`src/rtl/ifu_ift2itcm.sv`:
```
// ifu_ift2itcm
// Bridge between the fetch stage's request/response port and the single-port
// ITCM SRAM.
//
// The ITCM window is decoded combinationally, and accepted in-window PCs drive
// the SRAM in the same cycle. The read data returns one cycle later. It goes
// straight to fetch when nothing older is buffered; otherwise, or when fetch
// stalls, it is parked in a 2-entry FIFO. PCs that are outside the window or
// misaligned never touch the SRAM. They return an error response with a NOP.
//
// Ports:
//   clk, rst_n                  clock, asynchronous active-low reset
//   ifu_req_valid/ready/pc      fetch request handshake and address
//   ifu_rsp_valid/ready         fetch response handshake
//   ifu_rsp_instr, ifu_rsp_err  returned word (NOP on error) and error flag
//   ifu_flush                   drop everything in flight and buffered
//   itcm_busy                   SRAM port granted elsewhere this cycle
//   itcm_cs, itcm_addr          SRAM read strobe and word address
//   itcm_rdata                  SRAM data, valid the cycle after itcm_cs
module ifu_ift2itcm #(
    parameter int                PC_SIZE    = 32,
    parameter int                INSTR_SIZE = 32,
    parameter int                ITCM_AW    = 14,
    parameter logic [PC_SIZE-1:0] ITCM_BASE = 32'h8000_0000
) (
    input  logic                  clk,
    input  logic                  rst_n,
    input  logic                  ifu_req_valid,
    output logic                  ifu_req_ready,
    input  logic [PC_SIZE-1:0]    ifu_req_pc,
    output logic                  ifu_rsp_valid,
    input  logic                  ifu_rsp_ready,
    output logic [INSTR_SIZE-1:0] ifu_rsp_instr,
    output logic                  ifu_rsp_err,
    input  logic                  ifu_flush,
    input  logic                  itcm_busy,
    output logic                  itcm_cs,
    output logic [ITCM_AW-1:0]    itcm_addr,
    input  logic [INSTR_SIZE-1:0] itcm_rdata
);

    localparam logic [INSTR_SIZE-1:0] NOP_INSTR = INSTR_SIZE'(32'h0000_0013);

    logic                  inflight_q, inflight_d;
    logic                  inflight_err_q, inflight_err_d;
    logic                  inflight_kill_q, inflight_kill_d;
    logic [1:0]            count_q, count_d;
    logic                  wr_ptr_q, wr_ptr_d;
    logic                  rd_ptr_q, rd_ptr_d;
    logic [ITCM_AW-1:0]    addr_q, addr_d;
    logic                  fifo_err_q   [2];
    logic                  fifo_err_d   [2];
    logic [INSTR_SIZE-1:0] fifo_instr_q [2];
    logic [INSTR_SIZE-1:0] fifo_instr_d [2];

    logic                  req_hsk;
    logic                  req_err;
    logic                  fifo_nonempty;
    logic                  ret_visible;
    logic                  ret_live;
    logic [INSTR_SIZE-1:0] ret_data;
    logic                  rsp_pop;
    logic                  fifo_pop;
    logic                  push;

    // The occupancy limit counts the outstanding SRAM read. Every accepted
    // request is therefore guaranteed a FIFO slot, even if fetch stalls
    // indefinitely. The limit depends only on registered state, so there is
    // no combinational path from ifu_rsp_ready to ifu_req_ready.
    always_comb begin
        ifu_req_ready = ~ifu_flush & ~itcm_busy &
                        (({1'b0, count_q} + {2'b00, inflight_q}) < 3'd2);
        req_hsk       = ifu_req_valid & ifu_req_ready;
        req_err       = (ifu_req_pc[PC_SIZE-1:ITCM_AW+2] != ITCM_BASE[PC_SIZE-1:ITCM_AW+2])
                        | (ifu_req_pc[1:0] != 2'b00);
        itcm_cs       = req_hsk & ~req_err;
        itcm_addr     = itcm_cs ? ifu_req_pc[ITCM_AW+1:2] : addr_q;
        addr_d        = itcm_addr;
    end

    // A return that coincides with a flush is dropped here. Later returns
    // are dropped through inflight_kill_q.
    always_comb begin
        fifo_nonempty = (count_q != 2'd0);
        ret_visible   = inflight_q & ~inflight_kill_q;
        ret_live      = ret_visible & ~ifu_flush;
        ret_data      = inflight_err_q ? NOP_INSTR : itcm_rdata;

        ifu_rsp_valid = ~ifu_flush & (fifo_nonempty | ret_visible);
        if (fifo_nonempty) begin
            ifu_rsp_instr = fifo_instr_q[rd_ptr_q];
            ifu_rsp_err   = fifo_err_q[rd_ptr_q];
        end else if (ret_visible) begin
            ifu_rsp_instr = ret_data;
            ifu_rsp_err   = inflight_err_q;
        end else begin
            ifu_rsp_instr = '0;
            ifu_rsp_err   = 1'b0;
        end

        rsp_pop  = ifu_rsp_valid & ifu_rsp_ready;
        fifo_pop = rsp_pop & fifo_nonempty;
        // If the return was consumed through the bypass, it is not stored.
        push     = ret_live & ~(rsp_pop & ~fifo_nonempty);
    end

    always_comb begin
        inflight_d      = req_hsk;
        inflight_err_d  = req_err;
        // Requests are blocked while flushing. Anything recorded during a
        // flush cycle is marked dead so that it can never surface.
        inflight_kill_d = ifu_flush;

        if (ifu_flush) begin
            count_d  = 2'd0;
            wr_ptr_d = 1'b0;
            rd_ptr_d = 1'b0;
        end else begin
            count_d  = count_q + {1'b0, push} - {1'b0, fifo_pop};
            wr_ptr_d = wr_ptr_q ^ push;
            rd_ptr_d = rd_ptr_q ^ fifo_pop;
        end

        for (int i = 0; i < 2; i++) begin
            fifo_err_d[i]   = fifo_err_q[i];
            fifo_instr_d[i] = fifo_instr_q[i];
            if (push && (wr_ptr_q == 1'(i))) begin
                fifo_err_d[i]   = inflight_err_q;
                fifo_instr_d[i] = ret_data;
            end
        end
    end

    always_ff @(posedge clk or negedge rst_n) begin
        if (!rst_n) begin
            inflight_q      <= 1'b0;
            inflight_err_q  <= 1'b0;
            inflight_kill_q <= 1'b0;
            count_q         <= 2'd0;
            wr_ptr_q        <= 1'b0;
            rd_ptr_q        <= 1'b0;
            addr_q          <= '0;
            for (int i = 0; i < 2; i++) begin
                fifo_err_q[i]   <= 1'b0;
                fifo_instr_q[i] <= '0;
            end
        end else begin
            inflight_q      <= inflight_d;
            inflight_err_q  <= inflight_err_d;
            inflight_kill_q <= inflight_kill_d;
            count_q         <= count_d;
            wr_ptr_q        <= wr_ptr_d;
            rd_ptr_q        <= rd_ptr_d;
            addr_q          <= addr_d;
            for (int i = 0; i < 2; i++) begin
                fifo_err_q[i]   <= fifo_err_d[i];
                fifo_instr_q[i] <= fifo_instr_d[i];
            end
        end
    end

endmodule

```
`config.mk`:
```
export PLATFORM = sky130hd
export DESIGN_NAME = ifu_ift2itcm
export DESIGN_NICKNAME = d
export VERILOG_FILES = /design/src/rtl/ifu_ift2itcm.sv
export SDC_FILE = /design/constraint.sdc
export NUM_CORES = 1
export LEC_CHECK = 0
export BUFFER_PORTS_ARGS = -buffer_cell sky130_fd_sc_hd__clkbuf_2
export CAP_MARGIN = 15
export CORE_AREA = 2 2 91 93
export CTS_CLUSTER_SIZE = 20
export DETAILED_ROUTE_END_ITERATION = 10
export DIE_AREA = 0 0 93 95
export GPL_ROUTABILITY_DRIVEN = 0
export PLACE_DENSITY = 0.91
export SLEW_MARGIN = 20
export SYNTH_ARGS = -nofsm -noshare
export SYNTH_HDL_FRONTEND = slang
export SYNTH_SLANG_ARGS = --single-unit
```
`constraint.sdc`:
```
create_clock -name clk -period 3.4 [get_ports clk]
set_input_delay 0.68 -clock clk [delete_from_list [all_inputs] [get_ports clk]]
set_output_delay 0.68 -clock clk [all_outputs]
set_load 0.005 [all_outputs]
```
==> run summary <==
- **Residual DRC** 0
- **fraction of power consumed by combinational cells** 0.071
- **maximum clock rate** 334.7 MHz
- **Placement Rows** 33
- **number of standard cells after synthesis** 362
- **total global-route track usage** 0.2198
- **Total Die Area** 0.008835 mm²
- **cell mode on critical path** clkbuf_2
- **r2r setup slk** 1120 ps
- **largest net degree at the start of global routing** 88
- **max_slew headroom** 0.4856
- **DP Worst Slack** 417.0 ps
- **IO Port Bufs** 119
- **routing layer with the top usage in global route** met2
- **Post-CTS Resized** 0
- **CTS root buffer** clkbuf_8
- **largest driver fanout on the critical path** 14
- **kind of start point of the critical path** input pin
- **biggest area contributors in the synthesized netlist** dfrtp_1, mux2_2, mux2i_1
- **fraction of the cycle the final worst path needs** 0.8787
- **CTS H-tree lvls** 3
- **count of pins over their slew limit** 0
- **Netlist cell types** 28
- **sequential power share** 0.573
- **slew at the pin closest to its max-slew limit** 771.7 ps
- **met3 routing resource usage after global routing** 0.04948
- **wire length of the first global-routing pass** 15050 µm
- **remaining global-route overflow** 0
- **switching power total** 0.4544 mW
- **end-of-flow core utilization** 0.6548
- **sequential fraction of the synthesis area** 0.5101
- **Max stage delay cell, worst path** a2111oi_4
- **result of the run** completed
- **clock network fraction of total power** 0.356
- **Num CTS Buffers** 9
- **VDD IR-drop max** 0.0002471 V
- **final worst clock skew** 9.370 ps
- **first-pass iteration count of the detailed router** 4
- **vias in the first global route** 3254
- **setup repair bufs after CTS** 0
- **slack of the critical path** 412.3 ps
- **Pint** 1.400 mW
- **Via density** 5.345
- **crit path cell chain** clkbuf_2 > a2111oi_4 > nand2_2 > nor3_4 > buf_4 > mux2_2 > clkbuf_2
- **total via count after detailed routing** 3132
- **minimum period implied by the final worst setup slack** 2988 ps
- **number of failing hold endpoints at the final stage** 0
- **clock latency on the worst-skew pair** 360 ps
- **signal arrival time at the worst endpoint** 2310 ps
- **average routed wire per standard cell** 15.98 µm
- **Routed WL** 9363 µm
- **Worst EP required** 2720 ps
- **final-stage net count** 550
- **number of flip-flops and latches in the synthesized netlist** 87
- **post-route worst hold slack** 372.0 ps
- **worst reg2reg path depth** 6
- **clock transition at the registers of the reported paths** 90 ps
- **initial standard-cell utilization of the core** 0.5384
- **accumulated negative setup slack** 0 ps
- **antenna violations before repair** 0
- **final setup vio count** 0
- **count of boundary I/O pins** 120
- **Leak Pwr** 2.525 nW
- **cts hold-fix bufs** 0
- **TritonCTS sink count** 87
- **Syn Std Cell Area** 0.004268 mm²
- **met1 demand-to-capacity share in global routing** 0.2569
- **Detail Placement HPWL** 6584 µm
- **Switching Fraction** 0.2451
- **power density of the placed cells** 357.2 mW/mm²
- **antenna diode instance count** 0
- **syn nets** 436
- **share of post-route cells with drive strength above 1** 0.4740
- **residual antenna-violating net count after detailed routing** 0
- **TritonCTS clock tree** built
- **Layout area overhead** 21.64%
- **number of design-rule violations left by the first detailed-router iteration** 102
- **sort of element at the end of the critical path** output pin
- **critical path type** input pin to output pin
- **Core Region** 0.007928 mm²
- **YS warnings** 0
- **Hold/Removal Path Class** input pin to asynchronous set/reset pin
- **met2 Resource Use GR** 0.3967
- **count of max-cap constraint violations** 0
- **share of the synthesized area in the top cell type** 0.5101
- **DIE HEIGHT** 95 µm
- **syn_area_per_cell** 11.79 µm²
- **RSZ-0062 raised after global routing** no
- **Longest Clk Path Bufs** 2
- **slowest stage delay, CP** 410 ps
- **leading area contributor after synthesis** dfrtp_1
- **horizontal die dimension** 93 µm
[worst max-delay path: cells and delay by family]
kind / cells / cell delay (ps)
muxes: 1 / 370
and+or+nand+nor: 2 / 330
buffers and inverters: 3 / 520
AOI/OAI and AO/OA: 1 / 410
[placed cells by master, fill, tap and decap left out, types with 3 or more instances in the layout]
master / instances
clkbuf_2: 118
dfrtp_1: 86
mux2_2: 74
mux2i_1: 33
nand3_1: 31
o21ai_0: 31
nor2b_1: 29
nor2_1: 14
clkbuf_8: 10
buf_4: 8
a21oi_1: 7
inv_1: 4
o22ai_1: 3
nor4_1: 3
clkinvlp_4: 3
[cells in the mapped netlist, drive strengths merged]
master / number
mux2: 74
xnor2: 1
nand2b: 1
a21oi: 7
o21ai: 31
nor4b: 1
clkbuf: 18
nor2: 15
ha: 4
mux2i: 33
nand3: 31
or2: 1
a211o: 1
nand2: 3
and2b: 1
nor4: 3
a2111oi: 1
inv: 4
nor3: 2
o22ai: 3
xor2: 2
buf: 8
nor2b: 30
dfrtp: 87
[area by class of cell]
type	instances	area (µm²)
Fill cell	641	2736
Sequential cell	87	2178
Multi-Input combinational cell	245	1982
Timing Repair Buffer	129	701.9
Clock buffer	10	137.6
Tap cell	105	131.4
Clock inverter	6	45.04
Inverter	4	15.01
[routing by layer]
metal	wire (µm)	vias to the layer above	share of wire
li1	-	1497	-
met1	3904	1522	0.42
met2	4781	105	0.51
met3	569	8	0.061
met4	109	0	0.012
met5	0	-	0
[cells by family after synthesis]
logic type | count (synthesis) | share of synthesized area
compound gates | 43 | 0.05746
xor+xnor | 3 | 0.006158
fa+ha+maj | 4 | 0.01173
buf+inv | 30 | 0.02902
flops | 87 | 0.5101
mux | 107 | 0.2726
simple gates | 88 | 0.1129
[path summary, 6_finish.rpt]
kind                                                     end            startpoint
max in group asynchronous                 rd_ptr_q$_DFF_PN0_                 rst_n
worst min-delay path            fifo_instr_q[26]$_DFFE_PN0P_                 rst_n
min in group clk                         addr_q[8]$_DFF_PN0_   addr_q[8]$_DFF_PN0_
worst max register to register  fifo_instr_q[43]$_DFFE_PN0P_  count_q[1]$_DFF_PN0_
worst max-delay path                            itcm_addr[6]             ifu_flush
worst min register to register           addr_q[8]$_DFF_PN0_   addr_q[8]$_DFF_PN0_
[state kept, by name, summed over array words and instances (netlist names)]
name	count
fifo_instr_q	64
rd_ptr_q	1
fifo_err_q	2
wr_ptr_q	1
inflight_err_q	1
addr_q	14
inflight_q	1
count_q	2
inflight_kill_q	1
[power groups by stage]
stage / sequential (mW) / combinational, mW / clock, mW
finish: 1.06 / 0.132 / 0.660
CTS: 1.06 / 0.133 / 0.676
global placement: 1.08 / 0.127 / 0
global route: 1.06 / 0.147 / 0.714
floorplan: 1.08 / 0.0560 / 0
detailed placement: 1.08 / 0.132 / 0
[stage by stage]
| stage | instance area (µm²) | power (mW) | cells |
|---|---|---|---|
| 3_5_place_dp | 5005 | 1.215 | 570 |
| 5_1_grt | 5191 | 1.926 | 586 |
| 2_1_floorplan | 4268 | 1.133 | 362 |
| 3_3_place_gp | 5005 | 1.208 | 570 |
| 4_1_cts | 5187 | 1.871 | 586 |
| 6_report | 5191 | 1.854 | 586 |
Power figures use the tool's default switching activity.
